### config.mk
export PLATFORM = sky130hd
export DESIGN_NAME = crop_norm_mono8
export DESIGN_NICKNAME = d
export VERILOG_FILES = /design/src/rtl/crop_norm_pkg.sv /design/src/rtl/norm_stage.sv /design/src/rtl/crop_norm_mono8.sv
export SDC_FILE = /design/constraint.sdc
export NUM_CORES = 1
export LEC_CHECK = 0
export CAP_MARGIN = 20
export CORE_ASPECT_RATIO = 0.75
export CORE_MARGIN = 2
export CORE_UTILIZATION = 46
export CTS_CLUSTER_DIAMETER = 100
export DETAILED_ROUTE_END_ITERATION = 16
export GPL_ROUTABILITY_DRIVEN = 0
export PLACE_DENSITY = 0.88
export SETUP_SLACK_MARGIN = 0.1
export SLEW_MARGIN = 5
export SYNTH_ARGS = -nofsm -noshare
export SYNTH_HDL_FRONTEND = slang
export SYNTH_SLANG_ARGS = --single-unit
### constraint.sdc
create_clock -name clk -period 4.25 [get_ports clk]
set_input_delay 1.275 -clock clk [delete_from_list [all_inputs] [get_ports clk]]
set_output_delay 1.275 -clock clk [all_outputs]
set_load 0.01 [all_outputs]
### src/rtl/crop_norm_pkg.sv
// Shared types and helpers for the crop/normalize Mono8 block.
//   state_e      : frame-control FSM states
//   ProdW        : width of the stage-1 signed product (pixel - MEAN) * GAIN
//   sat_to_width : clamps a product-width value to the signed range of out_w bits
package crop_norm_pkg;

  typedef enum logic [1:0] {
    StIdle,
    StRun,
    StDrain,
    StDone
  } state_e;

  localparam int unsigned ProdW = 18;

  // Result is returned sign-extended to 24 bits; the caller keeps the low out_w bits.
  function automatic logic signed [23:0] sat_to_width(input logic signed [ProdW-1:0] val,
                                                      input int unsigned out_w);
    logic signed [24:0] hi;
    logic signed [24:0] lo;
    logic signed [24:0] x;
    hi = (25'sd1 <<< (out_w - 1)) - 25'sd1;
    lo = -(25'sd1 <<< (out_w - 1));
    x  = {{7{val[ProdW-1]}}, val};
    if (x > hi) begin
      return hi[23:0];
    end else if (x < lo) begin
      return lo[23:0];
    end
    return x[23:0];
  endfunction

endpackage

### src/rtl/norm_stage.sv
// Two-stage normalization pipeline.
//   Stage 1: d = (pixel - MEAN) * GAIN, signed ProdW bits.
//   Stage 2: d >>> GAIN_FRAC, resized to OUT_W bits.
// Optional build macro CROP_NORM_SAT_EN: saturate to the signed OUT_W range instead of
// wrapping to the low OUT_W bits.
// Ports:
//   clk, reset (async, active-high)
//   en_i                   : advance both stages (low = hold everything)
//   in_valid_i/in_data_i/in_last_i : pixel entering stage 1
//   out_valid_o/out_data_o/out_last_o : stage-2 registers, drive the output stream
//   busy_o                 : any stage holds a valid pixel
module norm_stage
  import crop_norm_pkg::*;
#(
  parameter int unsigned MEAN      = 0,
  parameter int unsigned GAIN      = 1,
  parameter int unsigned GAIN_FRAC = 0,
  parameter int unsigned OUT_W     = 16
) (
  input  logic                    clk,
  input  logic                    reset,
  input  logic                    en_i,
  input  logic                    in_valid_i,
  input  logic [7:0]              in_data_i,
  input  logic                    in_last_i,
  output logic                    out_valid_o,
  output logic signed [OUT_W-1:0] out_data_o,
  output logic                    out_last_o,
  output logic                    busy_o
);

  localparam logic signed [ProdW-1:0] MeanS = ProdW'(MEAN);
  localparam logic signed [ProdW-1:0] GainS = ProdW'(GAIN);

  logic                    s1_valid_q;
  logic                    s1_last_q;
  logic signed [ProdW-1:0] s1_d_q;
  logic signed [ProdW-1:0] s1_d_d;
  logic signed [ProdW-1:0] shifted;
  logic                    s2_valid_q;
  logic                    s2_last_q;
  logic signed [OUT_W-1:0] s2_data_q;
  logic signed [OUT_W-1:0] s2_data_d;

  always_comb begin
    s1_d_d  = ($signed({10'd0, in_data_i}) - MeanS) * GainS;
    shifted = s1_d_q >>> GAIN_FRAC;
`ifdef CROP_NORM_SAT_EN
    s2_data_d = OUT_W'(sat_to_width(shifted, OUT_W));
`else
    s2_data_d = OUT_W'(shifted);
`endif
  end

  always_ff @(posedge clk or posedge reset) begin
    if (reset) begin
      s1_valid_q <= 1'b0;
      s1_last_q  <= 1'b0;
      s1_d_q     <= '0;
      s2_valid_q <= 1'b0;
      s2_last_q  <= 1'b0;
      s2_data_q  <= '0;
    end else if (en_i) begin
      s1_valid_q <= in_valid_i;
      if (in_valid_i) begin
        s1_d_q    <= s1_d_d;
        s1_last_q <= in_last_i;
      end
      s2_valid_q <= s1_valid_q;
      s2_last_q  <= s1_valid_q && s1_last_q;
      // Data only moves with a real pixel so the bus stays quiet between beats.
      if (s1_valid_q) begin
        s2_data_q <= s2_data_d;
      end
    end
  end

  assign out_valid_o = s2_valid_q;
  assign out_data_o  = s2_data_q;
  assign out_last_o  = s2_last_q;
  assign busy_o      = s1_valid_q | s2_valid_q;

endmodule

### src/rtl/crop_norm_mono8.sv
// Crop a window out of a Mono8 frame and normalize each kept pixel:
//   out = resize(((pixel - MEAN) * GAIN) >>> GAIN_FRAC, OUT_W)
// Out-of-window pixels are consumed and dropped. Frame control is ap_start/ap_idle/ap_done.
// Optional build macro CROP_NORM_SAT_EN selects saturation (default: two's-complement wrap).
// Ports:
//   clk, reset (async, active-high)
//   ap_start/ap_idle/ap_done            : frame control
//   s_axis_tvalid/tready/tdata          : input pixel stream, cnt_row/cnt_col its coordinates
//   m_axis_tvalid/tready/tdata/tlast    : normalized output stream, tlast on the window's last pixel
module crop_norm_mono8
  import crop_norm_pkg::*;
#(
  parameter int unsigned IN_ROWS   = 20,
  parameter int unsigned IN_COLS   = 20,
  parameter int unsigned CROP_ROW0 = 0,
  parameter int unsigned CROP_COL0 = 0,
  parameter int unsigned CROP_ROWS = 8,
  parameter int unsigned CROP_COLS = 8,
  parameter int unsigned MEAN      = 0,
  parameter int unsigned GAIN      = 1,
  parameter int unsigned GAIN_FRAC = 0,
  parameter int unsigned OUT_W     = 16
) (
  input  logic                       clk,
  input  logic                       reset,
  input  logic                       ap_start,
  output logic                       ap_idle,
  output logic                       ap_done,
  input  logic                       s_axis_tvalid,
  output logic                       s_axis_tready,
  input  logic [7:0]                 s_axis_tdata,
  input  logic [$clog2(IN_COLS)-1:0] cnt_col,
  input  logic [$clog2(IN_ROWS)-1:0] cnt_row,
  output logic                       m_axis_tvalid,
  input  logic                       m_axis_tready,
  output logic signed [OUT_W-1:0]    m_axis_tdata,
  output logic                       m_axis_tlast
);

  state_e      state_q;
  logic        ap_done_q;
  logic        ap_idle_q;
  logic        stall;
  logic        in_hs;
  logic        in_win;
  logic        in_last;
  logic        frame_end;
  logic        busy;
  logic [31:0] row_ext;
  logic [31:0] col_ext;

  always_comb begin
    row_ext = 32'(cnt_row);
    col_ext = 32'(cnt_col);
    stall   = m_axis_tvalid && !m_axis_tready;
    s_axis_tready = (state_q == StRun) && !stall;
    in_hs   = s_axis_tvalid && s_axis_tready;
    // Unsigned wrap makes coordinates below the window origin compare as huge.
    in_win  = ((row_ext - CROP_ROW0) < CROP_ROWS) && ((col_ext - CROP_COL0) < CROP_COLS);
    in_last = (row_ext == CROP_ROW0 + CROP_ROWS - 1) && (col_ext == CROP_COL0 + CROP_COLS - 1);
    frame_end = (row_ext == IN_ROWS - 1) && (col_ext == IN_COLS - 1);
  end

  always_ff @(posedge clk or posedge reset) begin
    if (reset) begin
      state_q   <= StIdle;
      ap_done_q <= 1'b0;
      ap_idle_q <= 1'b1;
    end else begin
      ap_done_q <= 1'b0;
      unique case (state_q)
        StIdle: begin
          if (ap_start) begin
            state_q   <= StRun;
            ap_idle_q <= 1'b0;
          end
        end
        StRun: begin
          if (in_hs && frame_end) begin
            state_q <= StDrain;
          end
        end
        StDrain: begin
          if (!busy) begin
            state_q   <= StDone;
            ap_done_q <= 1'b1;
          end
        end
        StDone: begin
          state_q   <= StIdle;
          ap_idle_q <= 1'b1;
        end
        default: begin
          state_q   <= StIdle;
          ap_idle_q <= 1'b1;
        end
      endcase
    end
  end

  assign ap_done = ap_done_q;
  assign ap_idle = ap_idle_q;

  norm_stage #(
    .MEAN      (MEAN),
    .GAIN      (GAIN),
    .GAIN_FRAC (GAIN_FRAC),
    .OUT_W     (OUT_W)
  ) u_norm_stage (
    .clk         (clk),
    .reset       (reset),
    .en_i        (!stall),
    .in_valid_i  (in_hs && in_win),
    .in_data_i   (s_axis_tdata),
    .in_last_i   (in_last),
    .out_valid_o (m_axis_tvalid),
    .out_data_o  (m_axis_tdata),
    .out_last_o  (m_axis_tlast),
    .busy_o      (busy)
  );

endmodule
**Word-level counts from Yosys, hierarchy flattened**

Index checks and enable logic that the tools add are counted.

- Output and inout bits: 21
- Input bits: 23
- Register bits after elaboration: 24
- Word-level logic and storage cells: 48

- Mux-type cells: 8
- Reductions and logical operators: 17
- Magnitude comparators: 2
- Eq/ne operators: 10
- Bitwise operators: 2

Operators with widths:

| operator | count |
|---|---|
| 5-bit by 3-bit equality test with 1-bit output (second input constant) | 2 |
| 5-bit equality test (second input constant) | 2 |
| 5-bit by 4-bit < comparator with 1-bit output (second input constant) | 2 |
| 1-bit logical AND | 9 |
| 2-bit case mux with 4 select lines | 1 |
| 2-bit 2-to-1 mux | 3 |
| 2-bit AND reduction | 3 |
| 2-bit equality test (second input constant) | 2 |
| 2-bit inequality test (second input constant) | 2 |
| 1-bit 2-to-1 mux | 3 |
| 3-bit AND reduction | 1 |
| 2-bit by 1-bit equality test with 1-bit output (second input constant) | 1 |
| 1-bit zero test | 2 |
| 2-bit zero test | 1 |
| 2-bit by 1-bit inequality test with 1-bit output (second input constant) | 1 |
| 1-bit case mux with 2 select lines | 1 |
| 2-bit nonzero test | 1 |
| 1-bit inverter | 1 |
| 1-bit bitwise OR | 1 |

**Logic depth before layout (Yosys ltp)**

- Depth in word-level cells: 8
- Gate-level depth with buffers: 6
- Depth with buffers taken out: 6

**Hierarchy**

Synthesis repeated with hierarchy kept, for this count alone.

- Cells, all modules: 87
- Area total of the unflattened synthesis: 1,119.8 sq um

Modules (own cells, without submodules):

| module | instances | area an instance (sq um) | seq. area each (sq um) | cells each |
|---|---|---|---|---|
| norm_stage | 1 | 807.0 | 500.5 | 57 |
| crop_norm_mono8 | 1 | 312.8 | 101.3 | 30 |

**Worst setup path after synthesis**

No wires, ideal clock.

- Path kind: input port to output port
- Start: in m_axis_tready
- End: out s_axis_tready
- Arrival time: 1.656 ns
- Data required time: 2.975 ns
- Cell stages on the path: 2
- Setup slack: 1.319 ns
- Path through: nand2b_1 -> and2_1

- Longest elaborated chain between the ends: 4

Ends and longest elaborated chain:

| item | RTL line | source |
|---|---|---|
| start: declaration | crop_norm_mono8.sv:35 | `input logic m_axis_tready,` |
| 1-bit zero test | crop_norm_mono8.sv:55 | `stall = m_axis_tvalid && !m_axis_tready;` |
| 1-bit logical AND | crop_norm_mono8.sv:55 |  |
| 1-bit zero test | -- |  |
| 1-bit logical AND | crop_norm_mono8.sv:56 | `s_axis_tready = (state_q == StRun) && !stall;` |
| end: declaration | crop_norm_mono8.sv:30 | `output logic s_axis_tready,` |

Every way passes these cells.

**Worst setup path after layout**

Same ends and word-level chain as after synthesis.

==> flow_summary.ini <==
[status]
outcome = complete, no violations

[timing]
finalSetupTns_ns = 0
rsz0062_at_grt = no
period_minus_slack_ns = 3.914
slew_headroom = 0.4200
drv_slew = 0
setup_violations = 0
worst_slew_pin_slew_ns = 0.8691
min_period_over_period = 0.9209
fin_skew_ns = 0.004759
hold_violations = 0
fmax_mhz = 255.5

[min_path]
hp-class = flop to flop

[cts]
cts_resized = 0
root_buffer = clkbuf_4
postCtsSetupBuffers = 0
clockBufferDepth = 2
clk_pin_slew_worst_paths_ns = 0.12
cts_tree = yes
holdBufCountCts = 0
clock_latency_ns = 0.30
cts_buffers = 3
clock_sinks = 24
htreeDepth = 1

[critical_path]
cp_max_fo = 6
startpoint_type = primary input
critPathCaptureType = output pin
criticalPathCategory = primary input to output pin
worstPathRequired_ns = 2.97
critPathArrivalTime_ns = 2.64

[pwr]
max-vdd-ir-drop_mv = 0.2853
powerDensity_nw_per_um2 = 485.7
power.total_w = 0.0007481
leakagePower_nw = 0.7286

[place]
portBuffers = 35
hpwl_um = 1911
dpl.cell_count = 163

[die]
die_h_um = 47.21
io_pins = 44
initial_core_util = 0.4919
die_w_um = 61.61
core-area_sq_um = 2327
rows = 15
die_area_sq_um = 2908

[drt]
drc = 0
wire_per_inst_um = 13.92
first_pass_iters = 4
ant_nets = 0
wl_um = 2325
via_per_inst = 4.862
vias = 812
drtIter0Drc = 27

[global_route]
grt_pass1_vias = 846
grtUsageTotal = 0.1862
grt_overflow = 0
antenna_found_initial = 0
grt_pass1_wl_um = 3808
grt_max_degree = 25

[layout]
drive_gt1_frac = 0.1880
post-route-util = 0.6618
nets = 161
fillCellCount = 186
num_antenna_cells = 0
final_cells = 167
area_delta_synth_final_pct = 34.54

[yosys]
yosysTopAreaCell = dfrtp_1
ys_ff_latch = 24
synth_cells = 95
yosysSeqAreaShare = 0.5257
yosys.area.top_type_share = 0.5027
synth.avg_cell_area_sq_um = 12.05
synthesis.area_sq_um = 1145
ys_warn_count = 0
yosysUniqueCellTypes = 27
synthTopCellsByArea = dfrtp_1, mux2_2, buf_4

[job]
cap_violations = 0
-- area by class of cell --
| class | count | area, sq um | share of cell area |
|---|---|---|---|
| clock buffer | 4 | 36.28 | 0.02356 |
| sequential | 24 | 601.8 | 0.3907 |
| tap | 34 | 42.54 | 0.02762 |
| multi-input combinational | 66 | 494.2 | 0.3209 |
| timing repair buffer | 35 | 350.3 | 0.2275 |
| inverter | 4 | 15.01 | 0.009748 |
-- logic make-up (layout without fill, tap and decap cells) --
kind of cell,Yosys count,count (layout),synth area share
other,1,8,0.003276
adder cells (fa/ha/maj),4,4,0.04372
flip-flops,24,24,0.5257
AO/OA/AOI/OAI,7,7,0.04590
multiplexers,18,18,0.1760
AND/OR/NAND/NOR,29,29,0.1399
buffers and inverters,12,43,0.06557
-- worst max-delay path, cell delays in order --
cell and delay, ns:
clkdlybuf4s50_1 0.47, nand2b_1 0.21, and2_1 0.15, clkdlybuf4s50_1 0.53
-- cell usage in the layout, fill, tap and decap left out, types with 2 or more instances in the layout --
master / count
nor4_1: 2
mux2_2: 17
ha_1: 4
nand3_1: 2
conb_1: 8
clkbuf_4: 3
nor2_1: 5
dfrtp_1: 23
inv_1: 4
nand2b_1: 3
nand2_1: 7
clkdlybuf4s50_1: 35
nand4_1: 3
a21oi_1: 2
-- synth_stat cells --
cell and n:
mux2_2 17, nor2_1 5, dfrtp_1 23, o21ai_1 1, and2_1 1, dfstp_2 1
a211oi_2 1, and3_1 1, o211ai_1 1, nand3_2 1, o21a_1 1, nand3b_1 1
buf_4 8, nand3_1 2, mux2i_1 1, nand2_1 7, nor3b_1 1, nand2b_1 3
nand4_1 3, conb_1 1, inv_1 4, a21oi_1 2, or4_4 1, nor4_1 2
o211a_1 1, nor2b_1 1, ha_1 4
-- power breakdown --
part | internal, W | switching, W | total (W)
clock | 0.0000522 | 0.0000618 | 0.000114
sequential | 0.000303 | 0.0000466 | 0.000350
combinational | 0.000163 | 0.000121 | 0.000284
total | 0.000519 | 0.000229 | 0.000748
-- state kept, by name, indices dropped and copies added (netlist names) --
register                  cells
ap_done                       1
u_norm_stage.out_valid_o      1
u_norm_stage.out_last_o       1
u_norm_stage.s1_valid_q       1
u_norm_stage.s1_last_q        1
state_q                       2
u_norm_stage.s1_d_q           8
ap_idle                       1
u_norm_stage.out_data_o       8
-- final timing paths --
kind                                                           from                                  end  slack, ns  cells past startpoint
worst max register to register               state_q[1]$_DFFE_PP0P_   u_norm_stage.s1_d_q[6]$_DFFE_PP0P_       2.67                      4
worst min-delay path            u_norm_stage.out_last_o$_DFFE_PP0N_  u_norm_stage.out_last_o$_DFFE_PP0N_       0.49                      2
worst min register to register  u_norm_stage.out_last_o$_DFFE_PP0N_  u_norm_stage.out_last_o$_DFFE_PP0N_       0.49                      2
min in group asynchronous                                     reset   u_norm_stage.s1_d_q[3]$_DFFE_PP0P_       1.44                      2
max in group asynchronous                                     reset   u_norm_stage.s1_d_q[6]$_DFFE_PP0P_       2.28                      2
worst max-delay path                                  m_axis_tready                        s_axis_tready       0.34                      4
-- metrics by stage --
step | hold slack [ns] | worst slack, ns | cell area, sq um
2_1_floorplan | 0.4701 | 1.319 | 1171
3_3_place_gp | 0.4523 | 0.3761 | 1504
3_5_place_dp | 0.4639 | 0.3373 | 1504
4_1_cts | 0.4928 | 0.3380 | 1540
5_1_grt | 0.5209 | 0.2784 | 1540
6_report | 0.4873 | 0.3362 | 1540
-- per-layer routing --
metal	GRT usage	vias to the layer above	routed length (um)	share of wire
met4	0.01277	0	0	0
li1	-	391	-	-
met3	0.04683	0	103	0.044
met1	0.2289	395	969	0.42
met2	0.3495	26	1252	0.54
met5	0	-	0	0
(Power assumes the default switching activity.)
